### src/rtl/keypad_pkg.sv
// Shared key code layout, emulator states and passcode digits for the keypad emulator and scanner.
// Digit layout follows the usual 4x4 face: rows 123A / 456B / 789C / *0#D.
package keypad_pkg;

   typedef struct packed {
      logic [1:0] row_idx;
      logic [1:0] col_idx;
   } key_code_t;

   typedef enum logic [1:0] {
      IDLE  = 2'd0,
      PRESS = 2'd1,
      GAP   = 2'd2
   } emu_state_t;

   localparam logic [3:0] KEY_1 = 4'b0000;
   localparam logic [3:0] KEY_2 = 4'b0001;
   localparam logic [3:0] KEY_3 = 4'b0010;
   localparam logic [3:0] KEY_4 = 4'b0100;
   localparam logic [3:0] KEY_5 = 4'b0101;
   localparam logic [3:0] KEY_6 = 4'b0110;
   localparam logic [3:0] KEY_7 = 4'b1000;
   localparam logic [3:0] KEY_8 = 4'b1001;
   localparam logic [3:0] KEY_9 = 4'b1010;
   localparam logic [3:0] KEY_0 = 4'b1101;

   // Index 0 maps to the MSB of the one-hot vector.
   function automatic logic [3:0] idx_to_onehot(input logic [1:0] idx);
      return 4'b1000 >> idx;
   endfunction

endpackage

### src/rtl/keypad_key_fifo.sv
// Key code FIFO: 4-bit entries, DEPTH deep (power of 2), dout shows the head combinationally.
// Latency: a push is visible on dout/count the next cycle; push when full and pop when empty are ignored.
module keypad_key_fifo #(
   parameter int DEPTH = 4
) (
   input  logic                     clk,
   input  logic                     rst_n,
   input  logic                     push,
   input  logic                     pop,
   input  logic [3:0]               din,
   output logic [3:0]               dout,
   output logic [$clog2(DEPTH):0]   count,
   output logic                     full,
   output logic                     empty
);

   localparam int PTR_W = $clog2(DEPTH);
   localparam int CNT_W = PTR_W + 1;

   logic [3:0]       mem [DEPTH];
   logic [PTR_W-1:0] wr_ptr;
   logic [PTR_W-1:0] rd_ptr;
   logic             do_push;
   logic             do_pop;

   assign full    = (count == CNT_W'(DEPTH));
   assign empty   = (count == '0);
   assign do_push = push && !full;
   assign do_pop  = pop && !empty;
   assign dout    = mem[rd_ptr];

   always_ff @(posedge clk) begin
      if (do_push) begin
         mem[wr_ptr] <= din;
      end
   end

   // Pointers wrap naturally because DEPTH is a power of 2.
   always_ff @(posedge clk or negedge rst_n) begin
      if (!rst_n) begin
         wr_ptr <= '0;
         rd_ptr <= '0;
         count  <= '0;
      end else begin
         if (do_push) begin
            wr_ptr <= wr_ptr + PTR_W'(1);
         end
         if (do_pop) begin
            rd_ptr <= rd_ptr + PTR_W'(1);
         end
         case ({do_push, do_pop})
            2'b10:   count <= count + CNT_W'(1);
            2'b01:   count <= count - CNT_W'(1);
            default: count <= count;
         endcase
      end
   end

endmodule

### src/rtl/keypad_matrix_emulator.sv
// Keypad emulator: replays queued key codes as HOLD/GAP timed presses, answering the col strobe on row.
// row lags col by one cycle; key_ready drops while the FIFO is full; KEYPAD_EMU_BOUNCE_EN adds press chatter.
module keypad_matrix_emulator
   import keypad_pkg::*;
#(
   parameter int HOLD_CYCLES   = 16,
   parameter int GAP_CYCLES    = 16,
   parameter int FIFO_DEPTH    = 4,
   parameter int BOUNCE_CYCLES = 4
) (
   input  logic                          clk,
   input  logic                          rst_n,
   input  logic                          key_valid,
   input  logic [3:0]                    key_code,
   output logic                          key_ready,
   input  logic [3:0]                    col,
   output logic [3:0]                    row,
   output logic                          busy,
   output logic [$clog2(FIFO_DEPTH):0]   fifo_count,
   output logic                          press_done
);

   localparam int MAX_CYC = (HOLD_CYCLES > GAP_CYCLES) ? HOLD_CYCLES : GAP_CYCLES;
   localparam int CNT_W   = $clog2(MAX_CYC + 1);
   localparam int FC_W    = $clog2(FIFO_DEPTH) + 1;

   if (HOLD_CYCLES < 1 || GAP_CYCLES < 1 || FIFO_DEPTH < 2 ||
       (FIFO_DEPTH & (FIFO_DEPTH - 1)) != 0) begin : g_bad_params
      $error("keypad_matrix_emulator: illegal HOLD_CYCLES/GAP_CYCLES/FIFO_DEPTH");
   end

   emu_state_t       state;
   key_code_t        cur_key;
   logic [CNT_W-1:0] cnt;
   logic [3:0]       fifo_dout;
   logic             fifo_full;
   logic             fifo_empty;
   logic             push;
   logic             pop;
   logic             press_active;

   assign push = key_valid && key_ready;
   assign pop  = (state == IDLE) && !fifo_empty;
   assign busy = (state != IDLE) || (fifo_count != '0);

`ifdef KEYPAD_EMU_BOUNCE_EN
   logic [CNT_W-1:0] elapsed;

   if (BOUNCE_CYCLES >= HOLD_CYCLES) begin : g_bad_bounce
      $error("keypad_matrix_emulator: BOUNCE_CYCLES must be below HOLD_CYCLES");
   end

   // Chatter on even/odd cycles of the opening window, starting with contact made.
   assign elapsed      = CNT_W'(HOLD_CYCLES - 1) - cnt;
   assign press_active = (elapsed >= CNT_W'(BOUNCE_CYCLES)) || !elapsed[0];
`else
   if (BOUNCE_CYCLES < 0) begin : g_bad_bounce
      $error("keypad_matrix_emulator: BOUNCE_CYCLES must be non-negative");
   end

   assign press_active = 1'b1;
`endif

   keypad_key_fifo #(
      .DEPTH (FIFO_DEPTH)
   ) u_fifo (
      .clk   (clk),
      .rst_n (rst_n),
      .push  (push),
      .pop   (pop),
      .din   (key_code),
      .dout  (fifo_dout),
      .count (fifo_count),
      .full  (fifo_full),
      .empty (fifo_empty)
   );

   always_ff @(posedge clk or negedge rst_n) begin
      if (!rst_n) begin
         state      <= IDLE;
         cur_key    <= '0;
         cnt        <= '0;
         row        <= '0;
         press_done <= 1'b0;
         key_ready  <= 1'b0;
      end else begin
         press_done <= 1'b0;
         // Ready tracks the post-edge occupancy so a full FIFO never sees an extra push.
         key_ready  <= !((fifo_full && !pop) ||
                         (fifo_count == FC_W'(FIFO_DEPTH - 1) && push && !pop));
         row        <= (state == PRESS && press_active &&
                        col == idx_to_onehot(cur_key.col_idx)) ?
                       idx_to_onehot(cur_key.row_idx) : 4'b0000;
         case (state)
            IDLE: begin
               if (!fifo_empty) begin
                  cur_key <= key_code_t'(fifo_dout);
                  cnt     <= CNT_W'(HOLD_CYCLES - 1);
                  state   <= PRESS;
               end
            end
            PRESS: begin
               if (cnt == '0) begin
                  cnt   <= CNT_W'(GAP_CYCLES - 1);
                  state <= GAP;
               end else begin
                  cnt <= cnt - CNT_W'(1);
               end
            end
            GAP: begin
               if (cnt == '0) begin
                  press_done <= 1'b1;
                  state      <= IDLE;
               end else begin
                  cnt <= cnt - CNT_W'(1);
               end
            end
            default: state <= IDLE;
         endcase
      end
   end

endmodule

### config.mk
export PLATFORM = sky130hd
export DESIGN_NAME = keypad_matrix_emulator
export DESIGN_NICKNAME = d
export VERILOG_FILES = /design/src/rtl/keypad_pkg.sv /design/src/rtl/keypad_key_fifo.sv /design/src/rtl/keypad_matrix_emulator.sv
export SDC_FILE = /design/constraint.sdc
export NUM_CORES = 1
export LEC_CHECK = 0
export CAP_MARGIN = 20
export CORE_UTILIZATION = 59
export DETAILED_ROUTE_END_ITERATION = 10
export GPL_TIMING_DRIVEN = 0
export PLACE_DENSITY = 0.91
export SLEW_MARGIN = 20
export SYNTH_ARGS = -nofsm -noshare
export SYNTH_HDL_FRONTEND = slang
export SYNTH_SLANG_ARGS = --single-unit
### constraint.sdc
create_clock -name clk -period 5.9 [get_ports clk]
set_input_delay 0.885 -clock clk [delete_from_list [all_inputs] [get_ports clk]]
set_output_delay 0.885 -clock clk [all_outputs]
set_load 0.03 [all_outputs]
==> qor.yml, run 1 <==
power:
  p_leak_nw: 0.905
  power_w: 0.00116
  ir_drop_v: 0.000346
  powerDensity_mw_per_mm2: 518
cells_and_area:
  area_delta_synth_final_pct: 17.0
  nets: 199
  final_common_cell: "dfrtp_1"
  most-common-layout-cells: "dfrtp_1, clkdlybuf4s50_1, edfxtp_1"
  num-fill-cells: 205
  drive_gt1_share_pct: 12.4
  fin_cells: 221
  diodes: 0
timing:
  skew_ns: 0.00569
  setup_tns_ns: 0
  hold_violations: 0
  min_period_ns: 2.92
  fmax_ghz: 0.342
  worst_hold_slack_ns: 0.489
  final.period_utilization_pct: 49.5
  max_slew_margin_pct: 61.4
  setup-violations-final: 0
  worst_pin_slew_ns: 0.577
  slew_violations: 0
  setup_ws_ns: 2.98
  rsz0062_at_grt: "no"
yosys:
  synth_nets: 172
  syn_avg_cell_area_um2: 12.8
  syn_inst: 149
  ys_types: 42
  synth_top_area_cell: "dfrtp_1"
  yosysWarningCount: 0
  synth-seq-cells: 40
  synthTopCellsByArea: "dfrtp_1, edfxtp_1, ha_1"
  synth-async-reset-ratio_pct: 60.0
  yosysSeqAreaShare_pct: 56.5
  syn-cell-area_mm2: 0.00191
  ys.flop_type: "dfrtp_1"
  netlist.area_leader.share_pct: 31.4
  synth_edf_count: 16
critical_path:
  cp.arrival_ns: 2.04
  worstSetupPathType: "flop to primary output"
  critPathLaunchType: "flop"
  worst_setup_path_end_kind: "primary output"
  worst-r2r-cell-count: 8
  crit_slowest_cell: "clkdlybuf4s50_1"
  slowest_delay_ns: 0.63
  critPathMaxFanout: 6
  worstPathRequired_ns: 5.02
  path_cells: "inv_1 -> ha_1 -> nand2_1 -> clkdlybuf4s50_1"
global_route:
  grt-ovfl-total: 0
  grt_pass1_vias: 1270
  grtUsageTotal_pct: 23.0
  grt_start_max_net_pins: 25
  grt_pass1_wl_um: 5710
  antenna_found_initial: 0
route:
  avgViaCountPerCell: 5.70
  drt_wl_total_um: 3380
  drc: 0
  drtIter0Drc: 51
  vias: 1259
  ant_nets: 0
  detail_route.first_pass.iterations: 4
  drt-wirelength-per-cell_um: 15.3
clock_network:
  clk_pin_slew_ns: 0.11
  numCtsBuffers: 5
  cts_hold_buf: 0
  numClockSinks: 40
  tritoncts: "built"
  postCtsSetupRepairBufs: 0
  ctsResizeCount: 0
  cts_buffer_depth: 2
  htreeDepth: 2
  clock_latency_ns: 0.35
  root_buffer: "clkbuf_4"
placed_design:
  placedCellCount: 213
  post-dp-hpwl_um: 2490
  pre_cts_ws_ns: 2.96
  port-buffer-count: 20
  place.gp.congestion: 0.828
floorplanning:
  core_mm2: 0.00305
  dieHeight_um: 58.9
  io_pins: 21
  die_w_um: 58.9
  rows: 20
  dieArea_mm2: 0.00347
  start_util_pct: 62.6
job:
  max_cap_violations: 0
min_path:
  hold_class: "primary input to async pin"
outcome:
  status: "completed"
==> per-stage QoR <==
stage,area (um^2),utilization [%]
2_1_floorplan,1910,-
3_3_place_gp,2170,71.0
3_5_place_dp,2170,71.0
4_1_cts,2240,73.4
5_1_grt,2240,73.3
6_report,2240,73.3
==> cell families after synthesis <==
logic type               Yosys count  share of synthesized area [%]
AO/OA/AOI/OAI                     24                           9.23
XOR/XNOR                           7                           3.21
adder cells (fa/ha/maj)           12                           8.25
buffers and inverters             14                           2.81
flip-flops                        40                           56.5
multiplexers                       8                           7.00
AND/OR/NAND/NOR                   44                           13.0
==> routing by layer <==
metal	routed length [um]	GRT usage, %
met5	0	0
met4	129	12.9
met3	144	4.84
met2	1750	39.9
met1	1350	26.4
==> critical path, delay by kind of cell (launching register included) <==
family	cells	cell delay (ns)
adder cells (fa/ha/maj)	1	0.33
buffers and inverters	2	0.75
flip-flops	1	0.43
AND/OR/NAND/NOR	1	0.18
==> report_power, final <==
group	total [W]	switching, W	internal (W)	leakage, nW
sequential	0.000463	0.0000805	0.000382	0.439
clock	0.000173	0.0000864	0.0000865	0.0403
combinational	0.000523	0.000284	0.000238	0.426
==> cell usage after synthesis, types with 2 or more instances <==
library cell / count
a21oi_1: 6
xnor2_1: 6
o21ai_0: 8
nor2_1: 7
o22a_1: 2
edfxtp_1: 16
mux2_2: 2
inv_1: 11
nand2_2: 2
nor4_1: 2
dfrtp_1: 24
nand2b_1: 2
nand2_1: 14
nor3_1: 3
ha_1: 11
and2_1: 4
mux4_2: 4
==> flip-flops by register name (all words and copies together) (netlist names) <==
name           flops
u_fifo.count       3
u_fifo.mem        16
row                4
u_fifo.rd_ptr      2
cnt                5
state              2
u_fifo.wr_ptr      2
key_ready          1
press_done         1
cur_key            4
==> layout make-up <==
cell class | count | area [um^2] | area share (%)
inverters | 12 | 45.0 | 2.01
clock inverters | 3 | 37.5 | 1.68
repair buffers | 20 | 195 | 8.72
clock buffers | 5 | 37.5 | 1.68
multi-input cells | 95 | 777 | 34.7
well taps | 44 | 55.1 | 2.46
plain buffers | 2 | 8.76 | 0.391
flip-flops and latches | 40 | 1080 | 48.3
==> path summary, 6_finish.rpt <==
kind                                 start         endpoint  slack (ns)
hold / removal                       rst_n           cnt[1]        0.49
setup / recovery                  state[0]             busy        2.98
setup reg to reg           u_fifo.count[0]  u_fifo.count[2]        3.50
hold reg to reg                 cur_key[3]           row[2]        0.52
max in group asynchronous            rst_n           row[2]        5.06
min in group clk                cur_key[3]           row[2]        0.52
Note: power is estimated with default switching activity, not from simulation.
==> run 2: changes to the inputs <==
- CORE_UTILIZATION: 59 -> 50
- PLACE_DENSITY: 0.91 -> 0.83
- clock period: 5.9 -> 2.5 ns (I/O delays scaled with it)
==> qor.yml, run 2 (same netlist as run 1, synthesis figures left out) <==
route:
  drt_wl_total_um: 3490
  drc: 0
  avgViaCountPerCell: 5.40
  drtIter0Drc: 51
  detail_route.first_pass.iterations: 4
  vias: 1215
  ant_nets: 0
  drt-wirelength-per-cell_um: 15.5
critical_path:
  reg2reg_to: "u_fifo.count[2]"
  worstPathRequired_ns: 2.68
  worstSetupPathType: "flop to flop"
  worst-r2r-cell-count: 10
  worst_setup_path_end_kind: "flop"
  regToRegSetupSlack_ns: 0.18
  r2r_start: "u_fifo.count[1]"
  startpoint: "u_fifo.count[1]"
  critPathMaxFanout: 7
  cp.arrival_ns: 2.49
  critPathLaunchType: "flop"
power:
  seqPwrFrac_pct: 39.7
  p_leak_nw: 0.912
  p_int_w: 0.00170
  power_w: 0.00279
  clkPwrFrac_pct: 15.6
  switching_share_pct: 39.2
  powerDensity_mw_per_mm2: 1230
  p_switching_w: 0.00109
  ir_drop_v: 0.000516
  combinationalPowerShare_pct: 44.8
cells_and_area:
  largest_reg_flops: 16
  most-common-layout-cells: "dfrtp_1, clkdlybuf4s50_1, edfxtp_1"
  area_delta_synth_final_pct: 18.6
  drive_gt1_share_pct: 13.6
  top_regs: "u_fifo.mem (16), cnt (5)"
  top_register: "u_fifo.mem"
  final_common_cell: "dfrtp_1"
  nets: 199
  utilization_pct: 61.9
  diodes: 0
clock_network:
  postCtsSetupRepairBufs: 0
  numClockSinks: 40
  root_buffer: "clkbuf_8"
  tritoncts: "built"
  htreeDepth: 2
  numCtsBuffers: 5
  cts_buffer_depth: 2
  clock_latency_ns: 0.29
  clk_pin_slew_ns: 0.07
floorplanning:
  die_w_um: 63.8
  dieHeight_um: 63.8
  dieArea_mm2: 0.00407
  start_util_pct: 52.2
  io_pins: 21
  core_mm2: 0.00366
  rows: 22
timing:
  worst_pin_slew_ns: 0.534
  min_period_ns: 2.32
  final.period_utilization_pct: 92.6
  fmax_ghz: 0.432
  setup_tns_ns: 0
  hold_violations: 0
  max_slew_margin_pct: 64.4
  worst_hold_slack_ns: 0.0547
  skew_ns: 0.00741
  rsz0062_at_grt: "no"
  setup-violations-final: 0
  setup_ws_ns: 0.185
  slew_violations: 0
global_route:
  grtUsageTotal_pct: 19.8
  use_met2_pct: 33.4
  grt.busiest_layer: "met2"
  grt_start_max_net_pins: 25
  antenna_found_initial: 0
  grt_pass1_wl_um: 5960
  grt-ovfl-total: 0
  grt.met1_usage_pct: 22.0
  met3_usage_pct: 7.14
  grt_pass1_vias: 1304
outcome:
  status: "completed"
placed_design:
  post-dp-hpwl_um: 2530
  pre_cts_ws_ns: -0.0167
  port-buffer-count: 20
  place.gp.congestion: 0.782
job:
  max_cap_violations: 0
min_path:
  hold_class: "primary input to async pin"
==> run 2: cell count changes in the layout (fill, tap and decap cells not counted), sizes merged <==
cell / before / now
bufinv: 1 / 0
clkbuf: 6 / 8
clkinv: 2 / 1
==> run 2: metal layers <==
metal / part of all wire, % / routed length [um] / up-vias
met5: 0 / 0 / -
met4: 2.2 / 76 / 0
met3: 3.4 / 119 / 9
met2: 54 / 1880 / 25
met1: 40 / 1410 / 595
li1: - / - / 586
==> run 2: layout make-up <==
type,count,area (um^2)
Buffer,2,8.76
Clock buffer,7,86.3
Clock inverter,1,3.75
Fill cell,278,1390
Inverter,12,45.0
Multi-Input combinational cell,95,786
Sequential cell,40,1080
Tap cell,48,60.1
Timing Repair Buffer,20,195
==> run 2: per-stage QoR <==
step | cells | instance area (um^2)
after CTS | 225 | 2260
after detailed placement | 217 | 2170
after global placement | 217 | 2170
final | 225 | 2270
after global routing | 225 | 2270
after floorplan | 149 | 1910
==> run 2: critical path, stage by stage (launching register included) <==
cell and delay [ns]:
dfrtp_1 0.49, nor2_1 0.07, nand2_1 0.08, and3_1 0.17, clkbuf_1 0.25, inv_1 0.08, ha_1 0.24, fa_1 0.41
xnor2_1 0.19, nor2_1 0.07, xor2_1 0.14
==> run 2: worst max-delay path by stage <==
| stage | end | slack [ns] | depth (start not counted) |
|---|---|---|---|
| 2_1_floorplan | u_fifo.count[2] | 0.22 | 8 |
| 3_3_place_gp | u_fifo.count[2] | 0.11 | 9 |
| 3_5_place_dp | u_fifo.count[2] | -0.02 | 9 |
| 4_1_cts | u_fifo.count[2] | 0.01 | 8 |
| 5_1_grt | u_fifo.count[2] | 0.03 | 10 |
| 6_report | u_fifo.count[2] | 0.18 | 10 |
==> run 2: what timing repair did <==
item                       in CTS  in global routing
gates resized for setup         0                  3
hold buffers                    0                  0
setup endpoints to repair       0                  1
==> run 2: power groups by stage <==
stage	sequential, W	combinational (W)	clock (W)
2_1_floorplan	0.00113	0.000858	0
3_3_place_gp	0.00108	0.00115	0
3_5_place_dp	0.00111	0.00124	0
4_1_cts	0.00110	0.00125	0.000440
5_1_grt	0.00114	0.00138	0.000475
6_report	0.00111	0.00125	0.000435
